`config.mk`:
```
export PLATFORM = sky130hd
export DESIGN_NAME = scroll_ctrl
export DESIGN_NICKNAME = d
export VERILOG_FILES = /design/src/rtl/scroll_pkg.sv /design/src/rtl/scroll_sat_add.sv /design/src/rtl/scroll_ctrl.sv
export SDC_FILE = /design/constraint.sdc
export NUM_CORES = 1
export LEC_CHECK = 0
export ABC_AREA = 1
export CORE_MARGIN = 5
export CORE_UTILIZATION = 35
export DETAILED_ROUTE_END_ITERATION = 7
export PLACE_DENSITY = 0.54
export SYNTH_ARGS = -nofsm -noshare
export SYNTH_HDL_FRONTEND = slang
export SYNTH_HIERARCHICAL = 1
export SYNTH_SLANG_ARGS = --single-unit
```
`constraint.sdc`:
```
create_clock -name clk -period 8.6 [get_ports clk]
set_clock_uncertainty 0.2 [all_clocks]
set_input_delay 1.72 -clock clk [delete_from_list [all_inputs] [get_ports clk]]
set_output_delay 1.72 -clock clk [all_outputs]
set_load 0.05 [all_outputs]
```
`src/rtl/scroll_pkg.sv`:
```
// Shared types and defaults for the pixel scroll controller.
package scroll_pkg;

  typedef enum logic [1:0] {
    IDLE,
    MOVE,
    BRAKE,
    SNAP
  } state_t;

  localparam logic DIR_RIGHT = 1'b0;
  localparam logic DIR_LEFT  = 1'b1;

  localparam int DEF_MAX_SCROLL   = 2560;
  localparam int DEF_MAX_SPEED    = 4;
  localparam int DEF_ACCEL_FRAMES = 8;
  localparam int DEF_TILE_BITS    = 5;

endpackage

```
`src/rtl/scroll_sat_add.sv`:
```
// Clamped signed add of the scroll offset with +/- step.
// Landing on a limit with a nonzero step counts as a clamp.
module scroll_sat_add
  import scroll_pkg::*;
#(
  parameter int MAX_SCROLL = DEF_MAX_SCROLL
) (
  input  logic [11:0] scroll_x,
  input  logic [2:0]  step,
  input  logic        dir,
  output logic [11:0] new_x,
  output logic        clamp
);

  localparam logic signed [12:0] LIM = 13'(MAX_SCROLL);

  logic signed [12:0] base;
  logic signed [12:0] delta;
  logic signed [12:0] sum;
  logic               hi;
  logic               lo;

  always_comb begin
    base  = signed'({1'b0, scroll_x});
    delta = signed'({10'd0, step});
    sum   = (dir == DIR_LEFT) ? base - delta
                              : base + delta;
    hi    = sum >= LIM;
    lo    = sum <= 13'sd0;
    clamp = (step != 3'd0) && (hi || lo);
    if (hi)
      new_x = 12'(MAX_SCROLL);
    else if (lo)
      new_x = 12'd0;
    else
      new_x = sum[11:0];
  end

endmodule

```
`src/rtl/scroll_ctrl.sv`:
```
// Frame-tick scroll FSM: move / accelerate / brake, offset register.
// Define SCROLL_SNAP_EN to add a SNAP state that rests on tile edges.
module scroll_ctrl
  import scroll_pkg::*;
#(
  parameter int MAX_SCROLL   = DEF_MAX_SCROLL,
  parameter int MAX_SPEED    = DEF_MAX_SPEED,
  parameter int ACCEL_FRAMES = DEF_ACCEL_FRAMES,
  parameter int TILE_BITS    = DEF_TILE_BITS
) (
  input  logic        clk,
  input  logic        reset,
  input  logic        frame_tick,
  input  logic [1:0]  btn_level,
  output logic [11:0] scroll_x,
  output logic [6:0]  map_col,
  output logic [4:0]  fine_x,
  output logic        moving,
  output logic        at_edge
);

  localparam int AW =
    (ACCEL_FRAMES > 1) ? $clog2(ACCEL_FRAMES) : 1;
  localparam logic [AW-1:0] ACC_LAST =
    AW'(ACCEL_FRAMES - 1);
  localparam logic [2:0]  SPD_TOP = 3'(MAX_SPEED);
  localparam logic [11:0] X_TOP   = 12'(MAX_SCROLL);

  state_t         state_q, st_n, state_d, rest_st;
  logic [2:0]     speed_q, spd_n, speed_d;
  logic [AW-1:0]  acc_q, acc_d;
  logic           dir_q, dir_d;
  logic [11:0]    x_q, x_d;
  logic           clamp;
  logic           dir_only;

`ifdef SCROLL_SNAP_EN
  assign rest_st = (fine_x != 5'd0) ? SNAP : IDLE;
`else
  assign rest_st = IDLE;
`endif

  always_comb begin
    st_n     = state_q;
    spd_n    = speed_q;
    acc_d    = acc_q;
    dir_d    = dir_q;
    dir_only = btn_level ==
      ((dir_q == DIR_LEFT) ? 2'b10 : 2'b01);
    unique case (state_q)
      IDLE: begin
        spd_n = 3'd0;
        unique case (1'b1)
          (btn_level == 2'b01 && x_q != X_TOP): begin
            st_n  = MOVE;
            dir_d = DIR_RIGHT;
            spd_n = 3'd1;
            acc_d = '0;
          end
          (btn_level == 2'b10 && x_q != 12'd0): begin
            st_n  = MOVE;
            dir_d = DIR_LEFT;
            spd_n = 3'd1;
            acc_d = '0;
          end
          default: ;
        endcase
      end
      MOVE: begin
        if (dir_only) begin
          if (acc_q == ACC_LAST) begin
            acc_d = '0;
            if (speed_q != SPD_TOP)
              spd_n = speed_q + 3'd1;
          end else begin
            acc_d = acc_q + 1'b1;
          end
        end else begin
          spd_n = speed_q - 3'd1;
          st_n  = (spd_n == 3'd0) ? rest_st : BRAKE;
        end
      end
      BRAKE: begin
        if (dir_only) begin
          st_n  = MOVE;
          acc_d = '0;
        end else begin
          spd_n = speed_q - 3'd1;
          if (spd_n == 3'd0)
            st_n = rest_st;
        end
      end
`ifdef SCROLL_SNAP_EN
      SNAP: spd_n = 3'd1;
`endif
      default: st_n = IDLE;
    endcase
  end

  scroll_sat_add #(
    .MAX_SCROLL(MAX_SCROLL)
  ) u_add (
    .scroll_x(x_q),
    .step    (spd_n),
    .dir     (dir_d),
    .new_x   (x_d),
    .clamp   (clamp)
  );

  // A clamp (or a finished snap) parks the view in IDLE.
  always_comb begin
    state_d = st_n;
    speed_d = spd_n;
    if (clamp) begin
      state_d = IDLE;
      speed_d = 3'd0;
    end
`ifdef SCROLL_SNAP_EN
    else if (state_q == SNAP &&
             x_d[TILE_BITS-1:0] == '0) begin
      state_d = IDLE;
      speed_d = 3'd0;
    end
`endif
  end

  always_ff @(posedge clk) begin
    if (reset) begin
      state_q <= IDLE;
      speed_q <= 3'd0;
      acc_q   <= '0;
      dir_q   <= DIR_RIGHT;
      x_q     <= 12'd0;
    end else if (frame_tick) begin
      state_q <= state_d;
      speed_q <= speed_d;
      acc_q   <= acc_d;
      dir_q   <= dir_d;
      x_q     <= x_d;
    end
  end

  assign scroll_x = x_q;
  assign map_col  = 7'(x_q >> TILE_BITS);
  assign fine_x   = 5'(x_q[TILE_BITS-1:0]);
  assign moving   = speed_q != 3'd0;
  assign at_edge  = (x_q == 12'd0) || (x_q == X_TOP);

endmodule

```
==> metrics.yaml, run 1 <==
status: "complete, no violations"
worst_pin_slew_ps: 743
yosys_warnings: 6
diodes: 0
multi_input_area_mm2: 0.00163
netlist_area_mm2: 0.00241
netlist_instances: 404
grt_max_degree: 20
critical_path.most_common_cell: "nand2_1"
vias: 2396
hold_buffers: 0
drt-vias-per-instance: 4.78
cts_setup_buffers: 0
fin_crit_ps: 5980
cts.sink_count: 21
dr.pass1.iters: 4
arrival_ps: 5980
cp_slowest_cell: "clkdlybuf4s50_1"
setup_violations: 0
ant_nets: 0
synth-seq-cells: 21
reg2reg_to: "state_q[1]"
worstRegToRegCells: 32
place_area_mm2: 0.00269
drc: 0
hp-start: "acc_q[1]"
nets: 449
htreeDepth: 1
ys.flop_type: "dfxtp_1"
relSlewSlack: 0.503
ctsResizeCount: 0
clock_latency_ps: 260
initial_core_util: 0.356
grt_pass1_wl_um: 10000
min_period_over_period: 0.695
io_pins: 31
grt_usage: 0.143
synth_cell_types: 31
ys_async_sr_fraction: 0
root_buffer: "clkbuf_8"
yosysTopAreaCell: "dfxtp_1"
synth_edf_count: 0
slew_viol_final: 0
finalSetupTns_ps: 0
critPathMaxStageDelay_ps: 440
reg2reg_from: "speed_q[0]"
max_freq_mhz: 167
seq_area_frac_synth: 0.175
rows: 30
crit_required_ps: 8610
grt_pass1_vias: 2158
min_path_cells: 4
cts_buffers: 3
r2r_slack_ps: 3920
synth_top_area_frac: 0.175
holdPathEnd: "acc_q[1]"
register_area_um2: 420
cts_tree: "done"
dpl.cell_count: 497
die_y_um: 93.0
clkTransAtPathRegs_ps: 80
max_cap_violations: 0
syn_to_final_growth_pct: 13.7
final_util: 0.405
synth.most_common_cell: "nand2_1"
critical_path.max_fanout: 11
antenna_found_initial: 0
hp-class: "flip-flop to flip-flop"
core-area_mm2: 0.00676
wl_um: 6040
start_kind: "input port"
drive_gt1_frac: 0.138
gp_congestion: 0.856
drtIter0Drc: 140
synth_common_cells: "110 x nand2_1, 55 x inv_1, 47 x nor2_1"
num-fill-cells: 731
rsz0062_at_grt: "false"
hold_viol_final: 0
crit_type: "input port to flip-flop"
instances_no_fill: 501
die-area_mm2: 0.00864
overflow: 0
cts_buffer_depth: 2
syn_area_per_cell_um2: 5.96
critPathCaptureType: "flip-flop"
avgRoutedWirePerCell_um: 12.1
portBuffers: 30
synthTopCellsByArea: "dfxtp_1 17%, nand2_1 17%, ha_1 11%"
hpwl_um: 4850
die-width_um: 93.0
syn-num-nets: 431
design_area_mm2: 0.00274
-- cells by family (layout without fill, tap and decap cells) --
| group | Yosys count | in the layout | share of synthesized area |
|---|---|---|---|
| xor+xnor | 2 | 2 | 0.00727 |
| flops | 21 | 21 | 0.175 |
| compound gates | 40 | 40 | 0.0951 |
| fa+ha+maj | 22 | 22 | 0.117 |
| simple gates | 238 | 238 | 0.456 |
| buf+inv | 81 | 98 | 0.150 |
-- how the worst max path moves through the flow --
stage | start | endpoint | slack, ps
2_1_floorplan | btn_level[1] | state_q[0] | 3560
3_3_place_gp | btn_level[1] | state_q[1] | 2470
3_5_place_dp | btn_level[1] | state_q[1] | 2350
4_1_cts | btn_level[1] | state_q[1] | 2610
5_1_grt | btn_level[0] | state_q[1] | 2100
6_report | btn_level[0] | state_q[1] | 2620
-- flip-flops by register name (all words and copies together) (netlist names) --
name,count
acc_q,3
state_q,2
scroll_x,12
speed_q,3
dir_q,1
-- area by class of cell --
| cell class | count | area share |
|---|---|---|
| Sequential cell | 21 | 0.153 |
| Inverter | 64 | 0.0886 |
| Clock inverter | 1 | 0.00274 |
| Tap cell | 80 | 0.0365 |
| Multi-Input combinational cell | 302 | 0.594 |
| Timing Repair Buffer | 30 | 0.110 |
| Clock buffer | 3 | 0.0151 |
-- cell usage in the layout (no fill, tap or decap) --
cell	Yosys	routed
nand3_2	5	5
clkbuf_8	0	3
nor3_2	1	1
nor2_1	47	47
nand2_1	110	110
inv_2	7	7
clkdlybuf4s50_1	0	30
fa_1	1	1
nor2_2	15	15
nand3_1	23	23
clkinvlp_4	0	1
inv_4	1	1
and2_1	1	1
nand3b_1	2	2
ha_1	21	21
a21oi_2	2	2
nand2_2	19	19
o21ai_0	17	17
xor2_1	1	1
a21oi_1	15	15
a31o_2	1	1
nand4_1	9	9
o211ai_1	4	4
inv_1	55	55
o211ai_2	1	1
nor3_1	4	4
clkinv_1	1	1
nor2_4	2	2
dfxtp_1	21	21
xnor2_1	1	1
-- per-stage QoR --
step	hold slack, ps	worst slack (ps)
2_1_floorplan	281	3560
3_3_place_gp	312	2470
3_5_place_dp	314	2350
4_1_cts	329	2610
5_1_grt	358	2100
6_report	326	2620
-- critical path, delay by kind of cell --
kind	cells	cell delay [ps]
compound gates	2	360
buf+inv	8	1020
simple gates	20	2120
fa+ha+maj	3	750
-- layer usage --
layer / up-vias / wire length [µm] / track usage
met3: 2 / 207 / 0.0244
met5: - / 0 / 0
met4: 0 / 17 / 0.0110
met1: 1052 / 3230 / 0.210
met2: 45 / 2590 / 0.227
li1: 1297 / - / -
Power of run 1 is not shown: default switching activity piles up to over one toggle a cycle in this logic, so the estimate is an artifact.
==> run 2: changes to the inputs <==
--- a/config.mk
+++ b/config.mk
@@ -9,7 +9,7 @@
 export CORE_MARGIN = 5
 export CORE_UTILIZATION = 35
 export DETAILED_ROUTE_END_ITERATION = 7
-export PLACE_DENSITY = 0.54
+export PLACE_DENSITY = 0.56
 export SYNTH_ARGS = -nofsm -noshare
 export SYNTH_HDL_FRONTEND = slang
 export SYNTH_HIERARCHICAL = 1
==> constraint.sdc (replaced) <==
create_clock -name clk -period 5.12 [get_ports clk]
set_clock_uncertainty 0.2 [all_clocks]
set_input_delay 1.024 -clock clk [delete_from_list [all_inputs] [get_ports clk]]
set_output_delay 1.024 -clock clk [all_outputs]
set_load 0.05 [all_outputs]
==> run 2 against run 1 <==
Final cell count rose by 4.0%; worst setup slack got worse by 2000 ps; wire length rose by 4.2%; core utilization rose by 3.9 points; die area did not move; via count rose by 4.1%; non-clock buffer count rose by 20; register-to-register slack got worse by 3000 ps; worst hold slack improved by 6.9 ps; clock-buffer cell count did not move.
==> metrics.yaml, run 2 (synthesis results as in run 1) <==
drc: 0
diodes: 0
rows: 30
syn_to_final_growth_pct: 24.6
setup_violations: 0
hold_buffers: 0
critical_path.max_fanout: 7
final_cell_mix: "110 x nand2_1, 52 x inv_1, 45 x nor2_1"
root_buffer: "clkbuf_8"
drive_gt1_frac: 0.211
grt_pass1_wl_um: 10700
min_period_over_period: 0.872
crit_required_ps: 5140
relSlewSlack: 0.665
drtIter0Drc: 79
final_common_cell: "nand2_1"
clkTransAtPathRegs_ps: 90
cts_setup_buffers: 0
portBuffers: 30
hp-class: "flip-flop to flip-flop"
critPathMaxStageDelay_ps: 430
vias: 2494
arrival_ps: 4480
rsz0062_at_grt: "false"
dr.pass1.iters: 4
max_cap_violations: 0
gp_congestion: 0.898
cts_buffers: 3
grt_max_degree: 20
cts_buffer_depth: 2
wl_met2_um: 2780
die-width_um: 93.0
grt_usage: 0.152
cp_slowest_cell: "fa_2"
top_layer_used: "met4"
core-area_mm2: 0.00676
max_freq_mhz: 224
hold_viol_final: 0
htreeDepth: 1
critical_path.most_common_cell: "nand2_1"
io_pins: 31
hpwl_um: 5050
initial_core_util: 0.356
num-fill-cells: 737
grt_pass1_vias: 2342
worst_pin_slew_ps: 501
cts.sink_count: 21
status: "complete, no violations"
critPathCaptureType: "flip-flop"
wl_um: 6290
avgRoutedWirePerCell_um: 12.1
largest_reg_flops: 12
die-area_mm2: 0.00864
overflow: 0
cts_tree: "done"
r2r_slack_ps: 890
die_y_um: 93.0
fin_crit_ps: 4460
met1_length_um: 3250
slew_viol_final: 0
drt-vias-per-instance: 4.79
clock_latency_ps: 270
start_kind: "input port"
crit_type: "input port to flip-flop"
met3_length_um: 230
ant_nets: 0
finalSetupTns_ps: 0
nets: 469
antenna_found_initial: 0
[run 2: cell types whose count changed in the layout (fill, tap and decap cells not counted), moves of 2 or more]
cell / previous run / this run
clkdlybuf4s50_1: 30 / 28
buf_4: 0 / 20
nand3_1: 23 / 21
nand3_2: 5 / 7
nor2_1: 47 / 45
ha_1: 21 / 14
o21ai_0: 17 / 15
dlymetal6s2s_1: 0 / 2
inv_2: 7 / 9
inv_1: 55 / 52
ha_4: 0 / 6
o21ai_1: 0 / 2
[run 2: area by class of cell]
cell class,instances,area (µm²),share of cell area
clock buffer,3,41.3,0.0138
clock inverter,1,7.51,0.00250
inverter,64,245,0.0817
multi-input combinational,302,1730,0.577
sequential,21,420,0.140
tap,80,100,0.0333
timing repair buffer,50,455,0.152
[run 2: per-stage QoR]
step / setup slack (ps) / area, µm² / cells / utilization / hold WS [ps]
after floorplan: 778 / 2410 / 404 / - / 281
after global placement: -84.2 / 2840 / 517 / 0.420 / 303
final: 656 / 3000 / 521 / 0.444 / 333
after CTS: 134 / 2890 / 521 / 0.428 / 331
after global routing: 217 / 3000 / 521 / 0.444 / 372
after detailed placement: -146 / 2840 / 517 / 0.420 / 316
[run 2: path summary, 6_finish.rpt]
path           startpoint    endpoint  depth (start not counted)
min reg2reg      acc_q[1]    acc_q[1]                          4
max reg2reg      acc_q[0]  state_q[0]                         31
max          btn_level[1]  state_q[0]                         32
min              acc_q[1]    acc_q[1]                          4
[run 2: worst max-delay path, delay by kind of cell]
family | cells | cell delay (ps)
compound gates | 3 | 360
buf+inv | 8 | 700
simple gates | 19 | 1690
fa+ha+maj | 2 | 710
[run 2: timing repair]
| action | CTS | global route |
|---|---|---|
| endpoints found under the hold margin | 0 | 0 |
| resized for setup | 0 | 26 |
| setup endpoints to repair | 0 | 8 |
[run 2: metal layers]
metal  up-vias  GRT usage
li1       1338          -
met1      1118      0.225
met2        36      0.231
met3         2     0.0252
met4         0     0.0281
met5         -          0
Power of run 2 is left out for the same reason.
==> edit 1: new RTL, settings of run 2 <==
Encoding of `state_t`: now Gray code (2 bits for 4 states).
--- a/src/rtl/scroll_pkg.sv
+++ b/src/rtl/scroll_pkg.sv
@@ -2,10 +2,10 @@
 package scroll_pkg;
 
   typedef enum logic [1:0] {
-    IDLE,
-    MOVE,
-    BRAKE,
-    SNAP
+    IDLE  = 2'b00,
+    MOVE  = 2'b01,
+    BRAKE = 2'b11,
+    SNAP  = 2'b10
   } state_t;
 
   localparam logic DIR_RIGHT = 1'b0;
Behaviour: no difference found for any inputs over 10 cycles, from zero or initial values and one cycle with reset high; not proved beyond that.
==> edit 1 against run 2 <==
Sequential cell count is the same. Die area grew 2.3%. Final cell count grew 9.2%. Synthesized area grew 2.6%. Worst setup slack lost 9.5 ps. Cell area grew 9.3%. Wire length grew 8.8%. Sequential share of layout area shrank 1.2 points.
Power is not shown: default switching activity piles up to over one toggle a cycle in this logic, so the estimate is an artifact.
==> edit 1: results (changes against run 2) <==
| Metric | Value |
|---|---|
| GRT Util Overall | 0.160 (+0.00800) |
| Drt total wl | 6850 um (+8.8%) |
| Gpl congestion | 0.883 (-1.6%) |
| Post-synth ARST share | 0 (unchanged) |
| Synth Warn # | 6 (unchanged) |
| Max FFs per register | 12 (unchanged) |
| Initial drt markers | 162 (+110%) |
| Ys flop type | dfxtp_1 |
| Final #Nets | 505 (+7.7%) |
| Dpl cells | 562 (+8.7%) |
| R2R depth | 31 (unchanged) |
| Register area share after synthesis | 0.170 (-0.00442) |
| Global-route wire length before repair | 11600 um (+7.6%) |
| Maximum fanout along the worst path | 5 (-2) |
| PortBufs | 30 (unchanged) |
| Fin cells | 569 (+9.2%) |
| Largest net degree at the start of global routing | 22 (+10%) |
| Overflow after GRT | 0 (unchanged) |
| CTS Buffer Depth | 2 (unchanged) |
| Slew margin rel. | 0.532 (-0.134) |
| Net Count, Synth | 448 (+3.9%) |
| Unique cell type count in the Yosys netlist | 33 (+6.5%) |
| Clock-pin slew on the worst setup and hold paths | 90 ps (about the same) |
| N_diodes | 0 (unchanged) |
| Hold Path Class | reg -> reg |
| Via count of the first global-routing pass | 2447 (+4.5%) |
| Synth Area per Inst | 5.93 um^2 (-0.60%) |
| CP max stage delay | 310 ps (-120 ps) |
| Post-synth top cells | nand2_1 (120), inv_1 (61), nor2_1 (46), ha_1 (25), nand3_1 (25) |
| Final setup vio count | 0 (unchanged) |
| DRT Pass-1 Iters | 5 (+1) |
| Worst path top cell family by delay | simple AND/OR/NAND/NOR gates |
| Post-DP HPWL | 5360 um (+6.2%) |
| Status | complete, no violations |
| Layout cells sized above 1 | 0.256 (+0.0449) |
| Number of H-tree levels | 1 (unchanged) |
| Clk_lat worst skew | 270 ps (about the same) |
| Slowest CP cell | ha_4 |
| CTS root buffer | clkbuf_8 |
| Top post-synthesis cells by area | nand2_1 (18%), dfxtp_1 (17%), ha_1 (13%) |
| Worst Path Arrival | 4490 ps (about the same) |
| Avg Vias per Cell | 4.66 (-2.6%) |
| Hold Path Depth | 2 (-2) |
[edit 1: cell count changes after synthesis, moves of 3 or more]
cell and change:
inv_2 -5, inv_1 +6, nand2_1 +10, nand2_2 -3, ha_1 +4, o211ai_1 -4
o21ai_0 +3
[edit 1: final timing paths]
check	from	endpoint	slack, ps
hold / removal	acc_q[2]	acc_q[2]	290
hold reg to reg	acc_q[2]	acc_q[2]	290
setup reg to reg	speed_q[0]	state_q[0]	870
setup / recovery	btn_level[0]	state_q[0]	650
[edit 1: layer usage]
layer / part of all wire / GRT usage / vias to the layer above
li1: - / - / 1413
met1: 0.47 / 0.221 / 1177
met2: 0.47 / 0.269 / 56
met3: 0.054 / 0.0288 / 6
met4: 0.0061 / 0.0108 / 0
met5: 0 / 0 / -
[edit 1: layout make-up]
cell class | count | area, um^2
Timing Repair Buffer | 71 | 613
Tap cell | 96 | 120
Sequential cell | 21 | 420
Inverter | 64 | 246
Clock buffer | 3 | 41.3
Multi-Input combinational cell | 313 | 1840
Fill cell | 736 | 3550
Clock inverter | 1 | 5.00
[edit 1: logic make-up after synthesis]
logic type | after synthesis | share of synthesized area
adders and majority gates | 26 | 0.135
DFF | 21 | 0.170
and+or+nand+nor | 243 | 0.446
xor gates and xnor gates | 2 | 0.00709
buffers and inverters | 83 | 0.151
AOI/OAI and AO/OA | 42 | 0.0911
[edit 1: tightest hold or removal path, cell delays in order, from the launching register on]
cell and delay, ps:
dfxtp_1 320, nor2_1 90, nor2_1 50
[edit 1: per-stage QoR]
step / setup slack, ps / area [um^2] / hold slack, ps
finish: 647 / 3280 / 292
global route: 256 / 3280 / 321
CTS: 31.6 / 3090 / 296
detailed placement: -275 / 3040 / 284
global placement: -213 / 3040 / 270
floorplan: 753 / 2470 / 256
[edit 1: timing repair]
item                                   4_1_cts  5_1_grt
pin swaps                                    0       13
setup endpoints to repair                    2       15
cloned                                       0        0
resized for setup                            1       46
buffers inserted                             0        3
hold buffers                                 0        0
endpoints found under the hold margin        0        0
==> edit 2: new RTL, flow settings as in run 2 <==
Without the edit above. The option `SCROLL_SNAP_EN` is turned on by a define.
--- a/src/rtl/scroll_ctrl.sv
+++ b/src/rtl/scroll_ctrl.sv
@@ -1,5 +1,7 @@
 // Frame-tick scroll FSM: move / accelerate / brake, offset register.
 // Define SCROLL_SNAP_EN to add a SNAP state that rests on tile edges.
+`define SCROLL_SNAP_EN
+
 module scroll_ctrl
   import scroll_pkg::*;
 #(
Function: changed (Yosys sat finds a counterexample within 4 cycles, from zero or initial values and one cycle with reset high).
==> edit 2 against run 2 <==
Synthesized area up 5.1%. Fmax fell by 1.8%. Via count increased by 8.3%. Critical path depth up 2. Sequential cell count unchanged. Die area increased by 4.6%. Cell area is 18% higher. Worst setup slack worse by 82 ps. Wire length rose by 11%.
Power is left out: the tool's default activity adds up to more than one toggle a clock period on the data nets, which glitch-free logic cannot reach.
==> edit 2: results (changes against run 2) <==
| Metric | Value |
|---|---|
| Initial drt markers | 105 (+33%) |
| Slowest CP cell | ha_4 |
| Drt total wl | 7000 um (+11%) |
| Via count of the first global-routing pass | 2461 (+5.1%) |
| RR Endpoint | state_q[1] |
| Placed instance area | 3140 um^2 (+11%) |
| Dpl cells | 567 (+9.7%) |
| Worst Path Arrival | 4500 ps (+20 ps) |
| Minimum clock period | 4550 ps (+82.0 ps) |
| Register area share after synthesis | 0.166 (-0.00854) |
| Status | complete, no violations |
| Pre-CTS WS | -389 ps (-243 ps) |
| Maximum fanout along the worst path | 8 (+1) |
| Gpl congestion | 0.855 (-4.7%) |
| Cells after synthesis | 414 (+2.5%) |
| Avg Vias per Cell | 4.67 (-2.4%) |
| Net Count, Synth | 447 (+3.7%) |
| GRT Util Overall | 0.154 (+0.00273) |
| Flop2flop setup slack | 720 ps (-170 ps) |
| Least-Margin Pin Slew | 698 ps (+198 ps) |
| Layout cells sized above 1 | 0.319 (+0.109) |
| Post-synth top cells | nand2_1 (102), inv_1 (67), nor2_1 (43), ha_1 (27), o21ai_0 (22) |
| CP max stage delay | 240 ps (-190 ps) |
| Global-route wire length before repair | 11200 um (+4.7%) |
| R2R Path Start | state_q[1] |
| Largest net degree at the start of global routing | 22 (+10%) |
| Unique cell type count in the Yosys netlist | 32 (+3.2%) |
| Final #Nets | 513 (+9.4%) |
| Top post-synthesis cells by area | dfxtp_1 (17%), nand2_1 (15%), ha_1 (13%) |
## edit 2: cell types whose count changed in the layout (fill, tap and decap cells not counted), sizes merged, moves of 5 or more
cell,delta
buf,+28
o21ai,+6
inv,+7
ha,+6
nand2,-7
a21oi,+5
## edit 2: tightest hold or removal path, stage by stage, from the launching register on
cell	delay, ps
dfxtp_1	320
nand2_1	60
a21oi_1	50
## edit 2: what timing repair did
item,CTS,global route
hold endpoints to repair,0,0
setup endpoints to repair,5,7
cloned,0,0
setup buffers,0,7
resized for setup,6,65
pin swaps,0,24
## edit 2: how the worst min path moves through the flow
stage,startpoint,endpoint,slack (ps),depth (start not counted)
floorplan,acc_q[2],acc_q[2],240,2
global placement,acc_q[2],acc_q[2],260,2
detailed placement,acc_q[2],acc_q[2],270,2
CTS,acc_q[2],acc_q[2],280,2
global route,acc_q[2],acc_q[2],310,2
finish,acc_q[2],acc_q[2],280,2
## edit 2: logic make-up after synthesis
| group | Yosys count | synth area share |
|---|---|---|
| AOI/OAI and AO/OA | 50 | 0.112 |
| adders and majority gates | 28 | 0.141 |
| and+or+nand+nor | 226 | 0.422 |
| buffers and inverters | 87 | 0.151 |
| xor gates and xnor gates | 2 | 0.00692 |
| DFF | 21 | 0.166 |
## edit 2: area by class of cell
type	instances	area [um^2]
well taps	99	124
flip-flops and latches	21	420
fillers	741	3580
clock buffers	4	45.0
repair buffers	78	669
multi-input cells	306	2030
inverters	70	265
## edit 2: metal layers
metal  global-route usage  vias up  part of all wire
li1                     -     1418                 -
met1                0.227     1222              0.51
met2                0.238       51              0.44
met3               0.0245       10             0.033
met4               0.0288        0             0.016
met5                    0        -                 0
